<file path="config.mk">
export PLATFORM = sky130hd
export DESIGN_NAME = fp_div_flat
export DESIGN_NICKNAME = d
export VERILOG_FILES = /design/src/rtl/fp_div_if.sv /design/src/rtl/fp_div.sv /design/src/flat_wrapper.sv
export SDC_FILE = /design/constraint.sdc
export NUM_CORES = 1
export LEC_CHECK = 0
export BUFFER_PORTS_ARGS = -buffer_cell sky130_fd_sc_hd__buf_2
export CAP_MARGIN = 40
export CORE_UTILIZATION = 65
export DETAILED_ROUTE_END_ITERATION = 16
export HOLD_SLACK_MARGIN = 0.1
export PLACE_DENSITY = 0.86
export SYNTH_ARGS = -nofsm -noshare
export SYNTH_HDL_FRONTEND = slang
export SYNTH_SLANG_ARGS = --single-unit
</file>
<file path="constraint.sdc">
create_clock -name clk -period 6.95 [get_ports clk]
set_clock_uncertainty 0.1 [all_clocks]
set_input_delay 1.39 -clock clk [delete_from_list [all_inputs] [get_ports clk]]
set_output_delay 1.39 -clock clk [all_outputs]
set_load 0.01 [all_outputs]
</file>
<file path="src/rtl/fp_div_if.sv">
// fp_div_if: operand/result handshake bundle for the fp_div fixed-point divider.
//   start       request, sampled only while the divider is idle
//   Din0/Din1   signed dividend/divisor, captured on the accepting edge
//   busy        high while a division is in progress
//   done        one-cycle pulse; Dout and flags valid
//   Dout        signed quotient, held until the next done
//   div_by_zero divisor was zero (valid with done)
//   overflow    result saturated (valid with done)
interface fp_div_if #(
  parameter int DATA_WIDTH = 64
);
  logic                  start;
  logic [DATA_WIDTH-1:0] Din0;
  logic [DATA_WIDTH-1:0] Din1;
  logic                  busy;
  logic                  done;
  logic [DATA_WIDTH-1:0] Dout;
  logic                  div_by_zero;
  logic                  overflow;

  modport master (
    output start, Din0, Din1,
    input  busy, done, Dout, div_by_zero, overflow
  );

  modport slave (
    input  start, Din0, Din1,
    output busy, done, Dout, div_by_zero, overflow
  );
endinterface

</file>
<file path="src/rtl/fp_div.sv">
// fp_div: sequential signed fixed-point divider, Q(INTEGER_BITS).(FRACTIONAL_BITS).
// Radix-2 restoring division, one quotient bit per clock, saturating result.
//   clk    system clock, rising edge
//   rst_n  asynchronous active-low reset
//   bus    fp_div_if slave: start/Din0/Din1 in, busy/done/Dout/div_by_zero/overflow out
module fp_div #(
  parameter int FRACTIONAL_BITS = 56,
  parameter int DATA_WIDTH      = 64,
  parameter int INTEGER_BITS    = DATA_WIDTH - FRACTIONAL_BITS
) (
  input  logic  clk,
  input  logic  rst_n,
  fp_div_if.slave bus
);
  localparam int W     = DATA_WIDTH;
  // Dividend is |Din0| << FRACTIONAL_BITS: DATA_WIDTH + FRACTIONAL_BITS bits.
  localparam int Q     = INTEGER_BITS + 2 * FRACTIONAL_BITS;
  localparam int CNT_W = $clog2(Q + 1);
  localparam logic [W-1:0] POS_MAX = {1'b0, {(W-1){1'b1}}};
  localparam logic [W-1:0] NEG_MAX = {1'b1, {(W-1){1'b0}}};

  typedef enum logic [1:0] {IDLE, CALC, FIN} state_e;

  state_e           state_q, state_d;
  logic             sign_q, sign_d;
  logic             zero_div_q, zero_div_d;
  logic             dvd_neg_q, dvd_neg_d;
  logic [W-1:0]     divisor_q, divisor_d;
  logic [Q-1:0]     work_q, work_d;
  logic [W-1:0]     rem_q, rem_d;
  logic [CNT_W-1:0] cnt_q, cnt_d;
  logic [W-1:0]     dout_q, dout_d;
  logic             done_q, done_d;
  logic             dz_q, dz_d;
  logic             ovf_q, ovf_d;

  logic [W-1:0] mag0, mag1;
  logic [W:0]   rem_shift;
  logic         pos_ovf, neg_ovf;

  always_comb begin
    // Two's-complement negation maps the most negative value onto 2^(W-1).
    mag0      = bus.Din0[W-1] ? -bus.Din0 : bus.Din0;
    mag1      = bus.Din1[W-1] ? -bus.Din1 : bus.Din1;
    rem_shift = {rem_q, work_q[Q-1]};
    pos_ovf   = |work_q[Q-1:W-1];
    neg_ovf   = (|work_q[Q-1:W]) || (work_q[W-1] && (|work_q[W-2:0]));

    state_d    = state_q;
    sign_d     = sign_q;
    zero_div_d = zero_div_q;
    dvd_neg_d  = dvd_neg_q;
    divisor_d  = divisor_q;
    work_d     = work_q;
    rem_d      = rem_q;
    cnt_d      = cnt_q;
    dout_d     = dout_q;
    done_d     = 1'b0;
    dz_d       = 1'b0;
    ovf_d      = 1'b0;

    unique case (state_q)
      IDLE: begin
        if (bus.start) begin
          sign_d     = bus.Din0[W-1] ^ bus.Din1[W-1];
          dvd_neg_d  = bus.Din0[W-1];
          zero_div_d = (bus.Din1 == '0);
          divisor_d  = mag1;
          work_d     = {mag0, {FRACTIONAL_BITS{1'b0}}};
          rem_d      = '0;
          cnt_d      = CNT_W'(Q);
          state_d    = (bus.Din1 == '0) ? FIN : CALC;
        end
      end
      CALC: begin
        // Dividend shifts out of the top while quotient bits enter at the bottom,
        // so work_q holds the quotient magnitude after the last step.
        if (rem_shift >= {1'b0, divisor_q}) begin
          rem_d  = W'(rem_shift - {1'b0, divisor_q});
          work_d = {work_q[Q-2:0], 1'b1};
        end else begin
          rem_d  = rem_shift[W-1:0];
          work_d = {work_q[Q-2:0], 1'b0};
        end
        cnt_d = cnt_q - 1'b1;
        if (cnt_q == CNT_W'(1)) begin
          state_d = FIN;
        end
      end
      FIN: begin
        done_d  = 1'b1;
        state_d = IDLE;
        if (zero_div_q) begin
          dout_d = dvd_neg_q ? NEG_MAX : POS_MAX;
          dz_d   = 1'b1;
        end else if (!sign_q) begin
          dout_d = pos_ovf ? POS_MAX : work_q[W-1:0];
          ovf_d  = pos_ovf;
        end else begin
          dout_d = neg_ovf ? NEG_MAX : -work_q[W-1:0];
          ovf_d  = neg_ovf;
        end
      end
      default: state_d = IDLE;
    endcase
  end

  always_ff @(posedge clk or negedge rst_n) begin
    if (!rst_n) begin
      state_q    <= IDLE;
      sign_q     <= 1'b0;
      zero_div_q <= 1'b0;
      dvd_neg_q  <= 1'b0;
      divisor_q  <= '0;
      work_q     <= '0;
      rem_q      <= '0;
      cnt_q      <= '0;
      dout_q     <= '0;
      done_q     <= 1'b0;
      dz_q       <= 1'b0;
      ovf_q      <= 1'b0;
    end else begin
      state_q    <= state_d;
      sign_q     <= sign_d;
      zero_div_q <= zero_div_d;
      dvd_neg_q  <= dvd_neg_d;
      divisor_q  <= divisor_d;
      work_q     <= work_d;
      rem_q      <= rem_d;
      cnt_q      <= cnt_d;
      dout_q     <= dout_d;
      done_q     <= done_d;
      dz_q       <= dz_d;
      ovf_q      <= ovf_d;
    end
  end

  assign bus.busy        = (state_q != IDLE);
  assign bus.done        = done_q;
  assign bus.Dout        = dout_q;
  assign bus.div_by_zero = dz_q;
  assign bus.overflow    = ovf_q;
endmodule
</file>
<file path="src/flat_wrapper.sv">
// flat-port wrapper written by rule: the top's interface ports become plain ports
module fp_div_flat 
#(
  parameter int FRACTIONAL_BITS = 56,
  parameter int DATA_WIDTH      = 64,
  parameter int INTEGER_BITS    = DATA_WIDTH - FRACTIONAL_BITS
)
  (clk, rst_n, bus_start, bus_Din0, bus_Din1, bus_busy, bus_done, bus_Dout, bus_div_by_zero, bus_overflow);
  fp_div_if #(.DATA_WIDTH(DATA_WIDTH)) bus_i ();
  input  logic clk;
  input  logic rst_n;
  input wire logic [$bits(bus_i.start)-1:0] bus_start;
  input wire logic [$bits(bus_i.Din0)-1:0] bus_Din0;
  input wire logic [$bits(bus_i.Din1)-1:0] bus_Din1;
  output wire logic [$bits(bus_i.busy)-1:0] bus_busy;
  output wire logic [$bits(bus_i.done)-1:0] bus_done;
  output wire logic [$bits(bus_i.Dout)-1:0] bus_Dout;
  output wire logic [$bits(bus_i.div_by_zero)-1:0] bus_div_by_zero;
  output wire logic [$bits(bus_i.overflow)-1:0] bus_overflow;
  assign bus_i.start = bus_start;
  assign bus_i.Din0 = bus_Din0;
  assign bus_i.Din1 = bus_Din1;
  assign bus_busy = bus_i.busy;
  assign bus_done = bus_i.done;
  assign bus_Dout = bus_i.Dout;
  assign bus_div_by_zero = bus_i.div_by_zero;
  assign bus_overflow = bus_i.overflow;
  fp_div #(.FRACTIONAL_BITS(FRACTIONAL_BITS), .DATA_WIDTH(DATA_WIDTH), .INTEGER_BITS(INTEGER_BITS)) u_core (.clk(clk), .rst_n(rst_n), .bus(bus_i));
endmodule
</file>
Yosys cells after proc, flatten, opt, wreduce, memory -nomap -nowiden

Cells that the tools add are included.

Output and inout bits: 68
Input port bits: 131
Logic and storage cells: 61
Bits in registers: 327

$add $sub $neg: 5
Bitwise logic cells: 1
Magnitude comparators: 1
Reduce and logical (&&, ||, !) cells: 12
Multiplexer cells: 25
Eq/ne operators: 5

Operators by type and width:

| cell                  | count |
|---|---|
| $mux W64              | 9 |
| $pmux W120 S2         | 1 |
| $neg A64 Y64          | 3 |
| $pmux W64 S2          | 1 |
| $mux W120             | 1 |
| $ge A65 B64 Y1        | 1 |
| $logic_not A64 Y1     | 1 |
| $sub A64 B64 Y64      | 1 |
| $reduce_or A63 Y1     | 1 |
| $reduce_or A57 Y1     | 1 |
| $reduce_or A56 Y1     | 1 |
| $pmux W7 S2           | 1 |
| $eq A7 B1 Y1 const B  | 1 |
| $mux W1               | 7 |
| $mux W7               | 1 |
| $sub A7 B1 Y7 const B | 1 |
| $mux W2               | 3 |
| $reduce_and A2 Y1     | 3 |
| $pmux W2 S2           | 1 |
| $reduce_bool A2 Y1    | 2 |
| $eq A2 B1 Y1 const B  | 1 |
| $eq A2 B2 Y1 const B  | 1 |
| $logic_not A2 Y1      | 1 |
| $ne A2 B1 Y1 const B  | 1 |
| 4 further kinds       | 4 |

Logic depth before layout (Yosys ltp)

Word-level depth: 6
Mapped depth: 16
Depth with buffers taken out: 13

Least setup slack after synthesis

OpenSTA, ideal clock, no wires.

Path kind: input -> register
Start: in bus_Din0[30]
End: reg u_core.work_q[117]
Stages on the path: 10
Setup slack: 2.239 ns
Buffers on the path: 0
Required time: 6.721 ns
Setup time: 0.129 ns
Arrival: 4.482 ns
Path through: or4_4 > or3_4 > or4_4 > or3_4 > or4_4 > or2_4 > or3_4 > nor3_2 > mux2i_1 > o21ai_1

Word-level cells in the longest chain between the ends: 4

Ends and longest elaborated chain:

| item                   | RTL line           | text |
|---|---|---|
| start: declaration     | flat_wrapper.sv:13 | `input wire logic [$bits(bus_i.Din0)-1:0] bus_Din0;` |
| $neg A64 Y64           | fp_div.sv:43       | `mag0 = bus.Din0[W-1] ? -bus.Din0 : bus.Din0;` |
| $mux W64               | fp_div.sv:43       |  |
| $mux W120              | fp_div.sv:64       | `if (bus.start) begin` |
| $pmux W120 S2          | fp_div.sv:62       | `unique case (state_q)` |
| end signal: assignment | fp_div.sv:128      | `work_q <= work_d;` |
| end: declaration       | fp_div.sv:29       | `logic [Q-1:0] work_q, work_d;` |

No other way between the ends. The select of a mux whose other input is x is not followed.
A chain may end at the register's enable or synchronous reset.

Worst setup path in the final report

Start: reg u_core.work_q[40]
End: reg u_core.dout_q[13] (netlist: u_core.bus.Dout[13])

Word-level cells in the longest chain between the ends: 6

Ends and longest elaborated chain:

| item                   | RTL line      | text |
|---|---|---|
| $reduce_or A63 Y1      | fp_div.sv:47  | `neg_ovf = (\|work_q[Q-1:W]) \|\| (work_q[W-1] && (\|work_q[W-2:0]));` |
| $logic_and A1 B1 Y1    | fp_div.sv:47  |  |
| $logic_or A1 B1 Y1     | fp_div.sv:47  |  |
| $mux W64               | fp_div.sv:100 | `dout_d = neg_ovf ? NEG_MAX : -work_q[W-1:0];` |
| $mux W64               | fp_div.sv:96  | `end else if (!sign_q) begin` |
| $mux W64               | fp_div.sv:93  | `if (zero_div_q) begin` |
| end signal: assignment | fp_div.sv:131 | `dout_q <= dout_d;` |
| end: declaration       | fp_div.sv:32  | `logic [W-1:0] dout_q, dout_d;` |

No other way between the ends.

==> metrics.csv <==
metric,value,unit
status,"finished, final reports clean",
# IOs,199,
Peak supply drop,0.278,mV
Die H,184,µm
"Net count, final",2904,
"antenna viol nets, final",0,
post-layout util,73.8,%
routed via count,20700,
CP arrival,5460,ps
Port Buf Inserts,198,
All-Layer GR Usage,36.2,%
critical path required time,7310,ps
root buf cell,clkbuf_16,
total power,12.2,mW
CP Max Fanout,22,
register bit total from synthesis,327,
count of yosys warnings during synthesis,0,
Placed Cells,3106,
Slew HR,32.9,%
max_cap viols,0,
asr flop ratio synth,100,%
initial antenna violation count,0,
clock latency on the worst-skew pair,560,ps
post-DR vias/cell,6.54,
Area Overhead vs Synth,11.6,%
Post-CTS Setup Inserts,0,
combinational fraction of design power,55.2,%
post-synthesis cell count,2605,
cts bufs inserted,37,
fin crit period,5100,ps
Lkg Pwr,10.7,nW
Post-synth top cells,"374 x o21ai_0, 365 x nand2_1, 327 x dfrtp_1",
First-pass DRT Iterations,7,
final wirelength,60.6,mm
Worst setup SP type,flop,
compound-gate portion of the synthesized area,24.7,%
pin count of the biggest net entering global routing,163,
TNS Setup,0,ps
CTS tree,done,
die width,184,µm
drc violations,0,
# resized after CTS,0,
Post-CTS Hold Fix Bufs,0,
core box area,32500,µm²
"Seq/Total Area, Yosys",38.0,%
Post-Syn Area,21500,µm²
Synth Area in Simple Gates,18.4,%
largest family of logic cells by synthesized area,compound AO/OA/AOI/OAI gates,
Final Setup Violations,0,
Synth area leader,dfrtp_1,
Std-Cell Rows,66,
largest cells by area after synthesis,"dfrtp_1 38%, o21ai_0 8.7%, nand2_1 6.4%, xor2_1 5.6%, ha_1 4.0%",
"EDFF count, synth",0,
highest clock rate,196,MHz
final hold violation count,0,
Clock Sinks,327,
Final period util,73.4,%
Crit Path Category,reg2reg,
net switching power figure,5.62,mW
Post-Synth XOR/XNOR Area,7.49,%
H-tree levels,2,
Synth Area per Inst,8.26,µm²
Antenna Cells,0,
Netlist cell types,82,
Area after DPL,22800,µm²
min-delay worst type,reg2reg,
global-route wire length before repair,99.0,mm
global route overflow,0,
P per Cell Area,506,nW/µm²
Placer Congestion,1.01,
RSZ-0062 raised after global routing,no,
per-cell routed wire length,19.1,µm
Worst-Margin Slew,1000,ps
Post-Layout Cell Count,3169,
ys flop type,dfrtp_1,
"Clk pin slew, worst setup/hold paths",60,ps
switching power share of the total,46.2,%
max-slew violations,0,
sequential power share,28.7,%
clock tree buffer depth,3,
post-synthesis mux area share,2.47,%
internal power,6.54,mW
DP HPWL,42.9,mm
dpl ws,1680,ps
Synth top area share,38.0,%
share of layout cells above drive strength 1,12.5,%
Die Area,33800,µm²
Initial Util,66.2,%
top-count cell post-synth,o21ai_0,
vias in the first global route,19600,
Final WS setup,1850,ps
Post-Syn Nets,2806,
Synth Area in Adders,4.10,%
CP endpoint kind,flop,
initial DRC count,2370,
Clock power frac,16.1,%
WHS,379,ps
final instance area,24000,µm²
==> power groups by stage <==
stage | combinational [mW] | sequential [mW] | clock [mW]
after floorplan | 5.12 | 3.19 | 0
after global placement | 6.32 | 3.42 | 0
after detailed placement | 6.54 | 3.47 | 0
after CTS | 6.59 | 3.45 | 1.99
after global routing | 7.45 | 3.57 | 2.06
final | 6.71 | 3.48 | 1.96
==> sequential cells by signal (all words and copies together), names as in the netlist <==
register                count
u_core.bus.div_by_zero      1
u_core.zero_div_q           1
u_core.dvd_neg_q            1
u_core.cnt_q                7
u_core.bus.overflow         1
u_core.work_q             120
u_core.rem_q               64
u_core.state_q              2
u_core.bus.Dout            64
u_core.bus.done             1
u_core.sign_q               1
u_core.divisor_q           64
==> worst max-delay path, cell delays in order (launching register included) <==
cell      delay, ps
dfrtp_1         440
or4_1           600
nor4b_1         560
nand4b_1        320
nor3_2          510
nand4_1         230
a21boi_1        190
buf_4           310
nand2_1         540
nor2_1          790
nand2_1         160
o211ai_1        230
==> area by class of cell <==
cell class              count  area, µm²
clock buffers              53       1090
clock inverters            10        131
fillers                  2539       8520
inverters                 110        413
multi-input cells        2000      12300
flip-flops and latches    327       8180
well taps                 442        553
repair buffers            227       1320
==> layer usage <==
layer / wire length [µm] / global-route usage, %
met1: 25500 / 49.7
met5: 0 / 0
met2: 28000 / 57.4
met3: 5140 / 5.84
met4: 1960 / 14.3
==> logic make-up (layout without fill, tap and decap cells) <==
family,count (synthesis),after routing
compound gates,876,876
xor+xnor,184,184
fa+ha+maj,70,70
buf+inv,278,400
flops,327,327
mux,53,53
simple gates,817,817
==> layout by cell type, fill, tap and decap left out, types with 52 or more instances in the layout <==
| cell | synthesis | final |
|---|---|---|
| nor2_1 | 120 | 119 |
| buf_2 | 1 | 197 |
| ha_1 | 69 | 69 |
| a21oi_1 | 170 | 170 |
| nand2_1 | 365 | 364 |
| mux2i_1 | 52 | 52 |
| xor2_1 | 137 | 137 |
| inv_1 | 109 | 109 |
| a22oi_1 | 61 | 61 |
| o31ai_1 | 52 | 52 |
| dfrtp_1 | 327 | 327 |
| o21ai_0 | 374 | 374 |
==> final timing paths <==
kind / end / start / depth (start not counted) / slack [ps]
setup / recovery: u_core.bus.Dout[13] / u_core.work_q[40] / 11 / 1850
hold / removal: u_core.divisor_q[17] / u_core.divisor_q[17] / 2 / 380
setup reg to reg: u_core.bus.Dout[13] / u_core.work_q[40] / 11 / 1850
hold reg to reg: u_core.divisor_q[17] / u_core.divisor_q[17] / 2 / 380
max in group asynchronous: u_core.work_q[97] / rst_n / 2 / 4550
min in group asynchronous: u_core.rem_q[31] / rst_n / 1 / 800
No activity file was read; power rests on OpenSTA's default activity.
